$ cat config.mk
export PLATFORM = sky130hd
export DESIGN_NAME = gray_decoder
export DESIGN_NICKNAME = d
export VERILOG_FILES = /design/src/rtl/gray_decoder.sv
export SDC_FILE = /design/constraint.sdc
export NUM_CORES = 1
export LEC_CHECK = 0
export CELL_PAD_IN_SITES_DETAIL_PLACEMENT = 0
export CELL_PAD_IN_SITES_GLOBAL_PLACEMENT = 1
export CORE_ASPECT_RATIO = 0.75
export CORE_MARGIN = 3
export CORE_UTILIZATION = 45
export DETAILED_ROUTE_END_ITERATION = 16
export GPL_TIMING_DRIVEN = 1
export PLACE_DENSITY_LB_ADDON = 0.1
export SYNTH_ARGS = -nofsm -noshare
export SYNTH_HDL_FRONTEND = slang
export SYNTH_SLANG_ARGS = --single-unit
$ cat constraint.sdc
create_clock -name clk -period 9.6 [get_ports clk]
set_input_delay 1.92 -clock clk [delete_from_list [all_inputs] [get_ports clk]]
set_output_delay 1.92 -clock clk [all_outputs]
set_load 0.02 [all_outputs]
$ cat src/rtl/gray_decoder.sv
// rtl/gray_decoder.sv - Gray bus synchronizer, decoder and step tracker
// Decodes a synchronized Gray bus and classifies each change as +1, -1 or an illegal jump.
module gray_decoder #(
  parameter int WIDTH       = 4,
  parameter int SYNC_STAGES = 2,
  parameter int POS_W       = 16
) (
  input  logic               clk,
  input  logic               reset,
  input  logic [WIDTH-1:0]   gray_in,
  input  logic               clear,
  output logic [WIDTH-1:0]   binary,
  output logic               valid,
  output logic               step_up,
  output logic               step_down,
  output logic               wrap,
  output logic               error,
  output logic [POS_W-1:0]   position,
  output logic [7:0]         err_count
);

  localparam int FILL_W = $clog2(SYNC_STAGES + 1);
  localparam logic [FILL_W-1:0] FILL_LAST = FILL_W'(SYNC_STAGES);
  localparam logic [WIDTH-1:0]  ALL_ONES  = {WIDTH{1'b1}};

  logic [WIDTH-1:0]  sync_q [SYNC_STAGES];
  logic [WIDTH-1:0]  g;
  logic [WIDTH-1:0]  d;
  logic [WIDTH-1:0]  diff;
  logic [FILL_W-1:0] fill;

  logic [FILL_W-1:0] fill_n;
  logic [WIDTH-1:0]  binary_n;
  logic              valid_n;
  logic              step_up_n;
  logic              step_down_n;
  logic              wrap_n;
  logic              error_n;
  logic [POS_W-1:0]  position_n;
  logic [7:0]        err_count_n;

  always_ff @(posedge clk or posedge reset) begin
    if (reset) begin
      for (int i = 0; i < SYNC_STAGES; i++) sync_q[i] <= '0;
    end else begin
      sync_q[0] <= gray_in;
      for (int i = 1; i < SYNC_STAGES; i++) sync_q[i] <= sync_q[i-1];
    end
  end

  assign g = sync_q[SYNC_STAGES-1];

  // Running XOR from the MSB down turns Gray into binary.
  always_comb begin
    logic acc;
    acc = 1'b0;
    d   = '0;
    for (int i = WIDTH - 1; i >= 0; i--) begin
      acc  = acc ^ g[i];
      d[i] = acc;
    end
  end

  assign diff = d - binary;

  always_comb begin
    fill_n      = fill;
    binary_n    = binary;
    valid_n     = valid;
    step_up_n   = 1'b0;
    step_down_n = 1'b0;
    wrap_n      = 1'b0;
    error_n     = 1'b0;
    position_n  = position;
    err_count_n = err_count;

    if (!valid) begin
      // Wait for the synchronizer to fill before trusting g as a reference.
      if (fill == FILL_LAST) begin
        binary_n = d;
        valid_n  = 1'b1;
      end else begin
        fill_n = fill + FILL_W'(1);
      end
    end else begin
      binary_n = d;
      if (diff == WIDTH'(0)) begin
        step_up_n = 1'b0;
      end else if (diff == WIDTH'(1)) begin
        step_up_n  = 1'b1;
        wrap_n     = (binary == ALL_ONES);
        position_n = position + POS_W'(1);
      end else if (diff == ALL_ONES) begin
        step_down_n = 1'b1;
        wrap_n      = (binary == '0);
        position_n  = position - POS_W'(1);
      end else begin
        error_n = 1'b1;
        if (err_count != 8'hFF) err_count_n = err_count + 8'd1;
      end
    end

    if (clear) begin
      step_up_n   = 1'b0;
      step_down_n = 1'b0;
      wrap_n      = 1'b0;
      error_n     = 1'b0;
      position_n  = '0;
      err_count_n = '0;
    end
  end

  always_ff @(posedge clk or posedge reset) begin
    if (reset) begin
      fill      <= '0;
      binary    <= '0;
      valid     <= 1'b0;
      step_up   <= 1'b0;
      step_down <= 1'b0;
      wrap      <= 1'b0;
      error     <= 1'b0;
      position  <= '0;
      err_count <= '0;
    end else begin
      fill      <= fill_n;
      binary    <= binary_n;
      valid     <= valid_n;
      step_up   <= step_up_n;
      step_down <= step_down_n;
      wrap      <= wrap_n;
      error     <= error_n;
      position  <= position_n;
      err_count <= err_count_n;
    end
  end

endmodule

# After elaboration in Yosys (flattened, before gate mapping)
# Index checks and enable logic that the tools add are counted.
[totals] regBits=43
[op_classes] n_addsub=5 eq_ne=8 mux=34 bitwise=5 n_reduce_logical=9
[ops] op="2-to-1 mux 16 bit" n=5
[ops] op="2-to-1 mux 8 bit" n=6
[ops] op="2-to-1 mux 1 bit" n=21
[ops] op="adder 16 x 1 -> 16 bit, second input constant" n=1
[ops] op="subtractor 16 x 1 -> 16 bit, second input constant" n=1
[ops] op="adder 8 x 1 -> 8 bit, second input constant" n=1
[ops] op="equality test 4 bit, second input constant" n=2
[ops] op="zero test 4 bit" n=2
[ops] op="2-to-1 mux 4 bit" n=2
[ops] op="!= test 8 bit, second input constant" n=1
[ops] op="!= test 2 bit, second input constant" n=3
[ops] op="nonzero test 2 bit" n=3
[ops] op="AND reduction 5 bit" n=1
[ops] op="equality test 4 x 1 -> 1 bit, second input constant" n=1
[ops] op="subtractor 4 bit" n=1
[ops] op="AND reduction 3 bit" n=1
[ops] op="nonzero test 3 bit" n=1
[ops] op="bitwise XOR 1 bit" n=3
[ops] op="adder 2 x 1 -> 2 bit, second input constant" n=1
[ops] op="equality test 2 bit, second input constant" n=1
[ops] op="inverter 1 bit" n=2
[ops] op="AND reduction 2 bit" n=1

# Longest topological paths before layout
[depth] ltp_word=10 mapped_depth=16 depth_no_buf=16

# Least setup slack after synthesis
# OpenSTA, ideal clock, no wires.
[synth_path] path_type="register to register" startpoint="register sync_q, in the netlist g[3]" endpoint="register position[15]" setup_time_ns=0.125 t_arrival_ns=4.324 required_ns=9.475 setup_slack_ns=5.151 path_stages_with_launch=16 path_buffers=0 period_less_slack_ns=4.449 cell_sequence="dfrtp_1 > xor2_1 > xor2_1 > xnor2_1 > ha_1 > fa_1 > xor2_1 > nand2_1 > a21oi_2 > nand2b_2 > ha_1 > or3_1 > or4_1 > o21ai_0 > mux2i_1 > mux2_2"
[synth_between] elab_chain_len=9 word_cells_on_any_way=14 cone_classes="1 x add/sub; 3 x eq/ne; 4 x mux; 3 x bitwise; 3 x reduce/logical"
[synth_rtl] element="from (decl)" line_no="26" rtl="logic [WIDTH-1:0] sync_q [SYNC_STAGES];"
[synth_rtl] element="bitwise XOR 1 bit (3 in a row)" line_no="59" rtl="acc = acc ^ g[i];"
[synth_rtl] element="subtractor 4 bit *" line_no="64" rtl="assign diff = d - binary;"
[synth_rtl] element="equality test 4 x 1 -> 1 bit" line_no="89" rtl="end else if (diff == WIDTH'(1)) begin"
[synth_rtl] element="2-to-1 mux 16 bit" line_no="89"
[synth_rtl] element="2-to-1 mux 16 bit" line_no="87" rtl="if (diff == WIDTH'(0)) begin"
[synth_rtl] element="2-to-1 mux 16 bit" line_no="77" rtl="if (!valid) begin"
[synth_rtl] element="2-to-1 mux 16 bit" line_no="103" rtl="if (clear) begin"
[synth_rtl] element="to (signal assigned)" line_no="132" rtl="position <= position_n;"
[synth_rtl] element="to (decl)" line_no="18" rtl="output logic [POS_W-1:0] position,"
# Every way passes the cells marked *; elsewhere a longest branch is shown, timed or not. The select of a mux whose other input is x is not followed.
# A chain may end at the register's enable or synchronous reset.

# Worst setup path after layout
# Same ends and word-level chain as after synthesis.

==> metrics.txt <==
# TYPE chip_impl_metric gauge
chip_impl_info{name="outcome",value="complete, no violations"} 1
chip_impl_metric{name="ir_worst_vdd",unit="V"} 0.000145
chip_impl_metric{name="flow.area_growth_from_synthesis",unit="%"} 21.5
chip_impl_info{name="mostFrequentLayoutCell",value="sky130_fd_sc_hd__dfrtp_1"} 1
chip_impl_metric{name="synth-edff-count",unit=""} 0
chip_impl_metric{name="path_clk_slew",unit="ns"} 0.09
chip_impl_info{name="ctsRootBufferMaster",value="sky130_fd_sc_hd__clkbuf_8"} 1
chip_impl_info{name="synthFlopType",value="sky130_fd_sc_hd__dfrtp_1"} 1
chip_impl_metric{name="post_cts_buffers",unit=""} 0
chip_impl_metric{name="cp_num_cells",unit=""} 15
chip_impl_metric{name="globalRoute.totalOverflow",unit=""} 0
chip_impl_info{name="worst_setup_path_start_kind",value="register"} 1
chip_impl_metric{name="final.period_utilization",unit=""} 0.516
chip_impl_info{name="crit_path_frequent_cell",value="sky130_fd_sc_hd__xor2_1"} 1
chip_impl_metric{name="pwr_density_cell",unit="mW/mm^2"} 332
chip_impl_metric{name="finalWorstSetupSlack",unit="ns"} 4.64
chip_impl_metric{name="fillers",unit=""} 476
chip_impl_metric{name="floorplan.die_area",unit="sq mm"} 0.00667
chip_impl_metric{name="design.final.nets",unit=""} 336
chip_impl_metric{name="cp_max_fo",unit=""} 19
chip_impl_metric{name="critical_path_required",unit="ns"} 9.79
chip_impl_metric{name="buffer_depth_of_the_longest_clock_path",unit=""} 2
chip_impl_info{name="grt_setup_unrepaired",value="false"} 1
chip_impl_info{name="main_area_contributors_after_synthesis",value="sky130_fd_sc_hd__dfrtp_1 42%, sky130_fd_sc_hd__ha_1 10%, sky130_fd_sc_hd__xnor2_1 5.8%, sky130_fd_sc_hd__a21oi_1 3.9%, sky130_fd_sc_hd__nand2_1 3.8%"} 1
chip_impl_metric{name="die_h",unit="microns"} 71.5
chip_impl_metric{name="synthDistinctLibCells",unit=""} 45
chip_impl_info{name="hp-class",value="register to register"} 1
chip_impl_metric{name="worstSkewPairLatency",unit="ns"} 0.30
chip_impl_metric{name="multiInputGateArea",unit="sq mm"} 0.00143
chip_impl_metric{name="antenna_cells_inserted",unit=""} 0
chip_impl_metric{name="dp.final_hpwl",unit="mm"} 3.78
chip_impl_metric{name="cts_inserted_buffers",unit=""} 5
chip_impl_metric{name="antenna_left",unit=""} 0
chip_impl_metric{name="post_synthesis_sequential_area_ratio",unit=""} 0.418
chip_impl_metric{name="finalClockSkew",unit="ns"} 0.00851
chip_impl_info{name="slowest_library_cell_on_the_worst_path",value="sky130_fd_sc_hd__or4_1"} 1
chip_impl_metric{name="maxSlewHeadroom",unit=""} 0.581
chip_impl_metric{name="ys_ff_latch",unit=""} 43
chip_impl_info{name="worstReg2RegEnd",value="position[15]"} 1
chip_impl_metric{name="synth_top_cell_area_share",unit=""} 0.418
chip_impl_metric{name="start_util",unit=""} 0.473
chip_impl_info{name="tritoncts_clock_tree",value="yes"} 1
chip_impl_metric{name="place.port_buffers",unit=""} 39
chip_impl_metric{name="arrival",unit="ns"} 5.15
chip_impl_metric{name="crit_path_max_incr_delay",unit="ns"} 0.47
chip_impl_metric{name="dp_worst_setup_slack",unit="ns"} 4.66
chip_impl_metric{name="synth-async-reset-ratio",unit=""} 1.00
chip_impl_metric{name="cell_area_after_placement",unit="sq mm"} 0.00304
chip_impl_metric{name="timing.final.crit_period",unit="ns"} 4.96
chip_impl_metric{name="post-route-drc-count",unit=""} 0
chip_impl_metric{name="whs",unit="ns"} 0.351
chip_impl_metric{name="grt_first_pass_wirelength",unit="mm"} 9.30
chip_impl_metric{name="routabilityCongestion",unit=""} 0.804
chip_impl_metric{name="drv_cap",unit=""} 0
chip_impl_metric{name="fmax",unit="MHz"} 202
chip_impl_metric{name="totalPowerFinal",unit="mW"} 1.04
chip_impl_info{name="final_cell_mix",value="43 x sky130_fd_sc_hd__dfrtp_1, 39 x sky130_fd_sc_hd__clkdlybuf4s50_1, 26 x sky130_fd_sc_hd__nand2_1, 21 x sky130_fd_sc_hd__ha_1"} 1
chip_impl_metric{name="post_cts_resized",unit=""} 0
chip_impl_metric{name="worst-slew-pin-transition",unit="ns"} 0.629
chip_impl_metric{name="cts_htree_levels",unit=""} 2
chip_impl_info{name="critical_path_end",value="position[15]"} 1
chip_impl_metric{name="postSynthCellCount",unit=""} 265
chip_impl_metric{name="avgRoutedWirePerCell",unit="microns"} 14.0
chip_impl_info{name="synthDominantAreaCellType",value="sky130_fd_sc_hd__dfrtp_1"} 1
chip_impl_metric{name="row_count",unit=""} 23
chip_impl_info{name="timing_startpoint_of_the_critical_path",value="g[3]"} 1
chip_impl_metric{name="totalWireLength",unit="mm"} 5.34
chip_impl_metric{name="final_cell_area",unit="sq mm"} 0.00313
chip_impl_info{name="cp_top_family",value="simple AND/OR/NAND/NOR gates"} 1
chip_impl_metric{name="number_of_antenna_violations_at_the_first_check_in_global_routing",unit=""} 0
chip_impl_metric{name="layout.cells.non_filler",unit=""} 382
chip_impl_info{name="r2r_start",value="g[3]"} 1
chip_impl_metric{name="p_leak",unit="nW"} 1.37
chip_impl_metric{name="reg2reg_depth",unit=""} 15
chip_impl_metric{name="fin_setup_tns",unit="ns"} 0
chip_impl_metric{name="placeableCoreArea",unit="sq mm"} 0.00544
chip_impl_metric{name="ff2ff_setup_slack",unit="ns"} 4.64
chip_impl_metric{name="via_count",unit=""} 2040
chip_impl_metric{name="timing.final.max_slew_violations",unit=""} 0
chip_impl_metric{name="vias_per_cell",unit=""} 5.34
chip_impl_metric{name="syn-cell-area",unit="sq mm"} 0.00257
chip_impl_metric{name="die_width",unit="microns"} 93.3
chip_impl_info{name="end_kind",value="register"} 1
chip_impl_metric{name="first_global_vias",unit=""} 1949
chip_impl_metric{name="grt_start_max_net_pins",unit=""} 44
chip_impl_metric{name="postSynthAreaPerCell",unit="sq um"} 9.71
chip_impl_metric{name="drt_pre_antenna_iters",unit=""} 5
chip_impl_info{name="worstPathCellList",value="xor2_1 -> xor2_1 -> xnor2_1 -> ha_1 -> fa_1 -> xor2_1 -> nand2_1 -> a21oi_2 -> nand2b_2 -> ha_1 -> or3_1 -> or4_1 -> o21ai_0 -> mux2i_1 -> mux2_2"} 1
chip_impl_metric{name="cts.hold.buffers_added",unit=""} 0
chip_impl_metric{name="boundaryPins",unit=""} 40
chip_impl_info{name="critical_hold_path_startpoint",value="sync_q[7]"} 1
chip_impl_metric{name="post-route-util",unit=""} 0.575
chip_impl_metric{name="setup_violations",unit=""} 0
chip_impl_metric{name="drt_iter0_markers",unit=""} 96
chip_impl_metric{name="placedCellCount",unit=""} 374
chip_impl_info{name="worst-setup-path-type",value="register to register"} 1
chip_impl_metric{name="seq_area",unit="sq mm"} 0.00108
chip_impl_metric{name="yosys_warnings",unit=""} 0
chip_impl_metric{name="layout-drive-gt1-share",unit=""} 0.0489
chip_impl_metric{name="syn_nets",unit=""} 295
chip_impl_metric{name="finalHoldViolCount",unit=""} 0
chip_impl_metric{name="clock-sinks",unit=""} 43
chip_impl_metric{name="crit_buf_inv",unit=""} 0
chip_impl_metric{name="groute.usage.overall",unit=""} 0.174
==> power by group <==
group / switching, mW / leakage (nW) / internal (mW)
registers: 0.0400 / 0.554 / 0.219
logic: 0.365 / 0.774 / 0.298
clock network: 0.0660 / 0.0402 / 0.0507
total: 0.471 / 1.37 / 0.568
==> metal layers <==
| layer | routed length (microns) | part of all wire | track usage | up-vias |
|---|---|---|---|---|
| li1 | - | - | - | 1036 |
| met1 | 2920 | 0.55 | 0.262 | 958 |
| met2 | 2130 | 0.40 | 0.251 | 39 |
| met3 | 221 | 0.041 | 0.0378 | 7 |
| met4 | 63 | 0.012 | 0.0537 | 0 |
| met5 | 0 | 0 | 0 | - |
==> sequential cells by signal, summed over array words and instances, names as in the netlist <==
register,flops
step_up,1
valid,1
err_count,8
position,16
binary,4
fill,2
sync_q,4
error,1
step_down,1
wrap,1
g,4
==> cell usage after synthesis (4+ instances only) <==
master and n:
sky130_fd_sc_hd__a211oi_1 4, sky130_fd_sc_hd__a21o_1 5, sky130_fd_sc_hd__a21oi_1 20, sky130_fd_sc_hd__clkbuf_1 5
sky130_fd_sc_hd__dfrtp_1 43, sky130_fd_sc_hd__ha_1 21, sky130_fd_sc_hd__inv_1 9, sky130_fd_sc_hd__nand2_1 26
sky130_fd_sc_hd__nand3_1 10, sky130_fd_sc_hd__nand3b_1 7, sky130_fd_sc_hd__nand4b_1 5, sky130_fd_sc_hd__nor2_1 20
sky130_fd_sc_hd__nor3_1 7, sky130_fd_sc_hd__nor4_1 6, sky130_fd_sc_hd__o21ai_0 9, sky130_fd_sc_hd__or4_1 5
sky130_fd_sc_hd__xnor2_1 17, sky130_fd_sc_hd__xor2_1 6
==> worst min-delay path by stage <==
stage	endpoint	slack [ns]	depth (start not counted)
after floorplan	g[0]	0.33	0
after global placement	g[1]	0.33	0
after detailed placement	g[3]	0.34	0
after CTS	g[3]	0.36	0
after global routing	g[3]	0.36	0
final	g[3]	0.35	0
==> worst register-to-register path: cells and delay by family, from the launching register on <==
kind	cells	cell delay, ns
AND/OR/NAND/NOR	4	1.39
flip-flops	1	0.45
XOR/XNOR	4	0.95
adder cells (fa/ha/maj)	3	0.96
AO/OA/AOI/OAI	2	0.57
multiplexers	2	0.56
==> final cells by class <==
type | count | share of cell area
Clock buffer | 5 | 0.0220
Clock inverter | 3 | 0.00640
Inverter | 9 | 0.0108
Sequential cell | 43 | 0.344
Timing Repair Buffer | 41 | 0.130
Tap cell | 75 | 0.0300
Multi-Input combinational cell | 206 | 0.457
==> kinds of logic after synthesis <==
logic type                 after synthesis  synth area share
AOI/OAI and AO/OA                       55             0.139
DFF                                     43             0.418
and+or+nand+nor                        102             0.209
xor gates and xnor gates                23            0.0783
muxes                                    3            0.0122
buffers and inverters                   16            0.0263
adders and majority gates               23             0.118
Power figures use the tool's default switching activity.
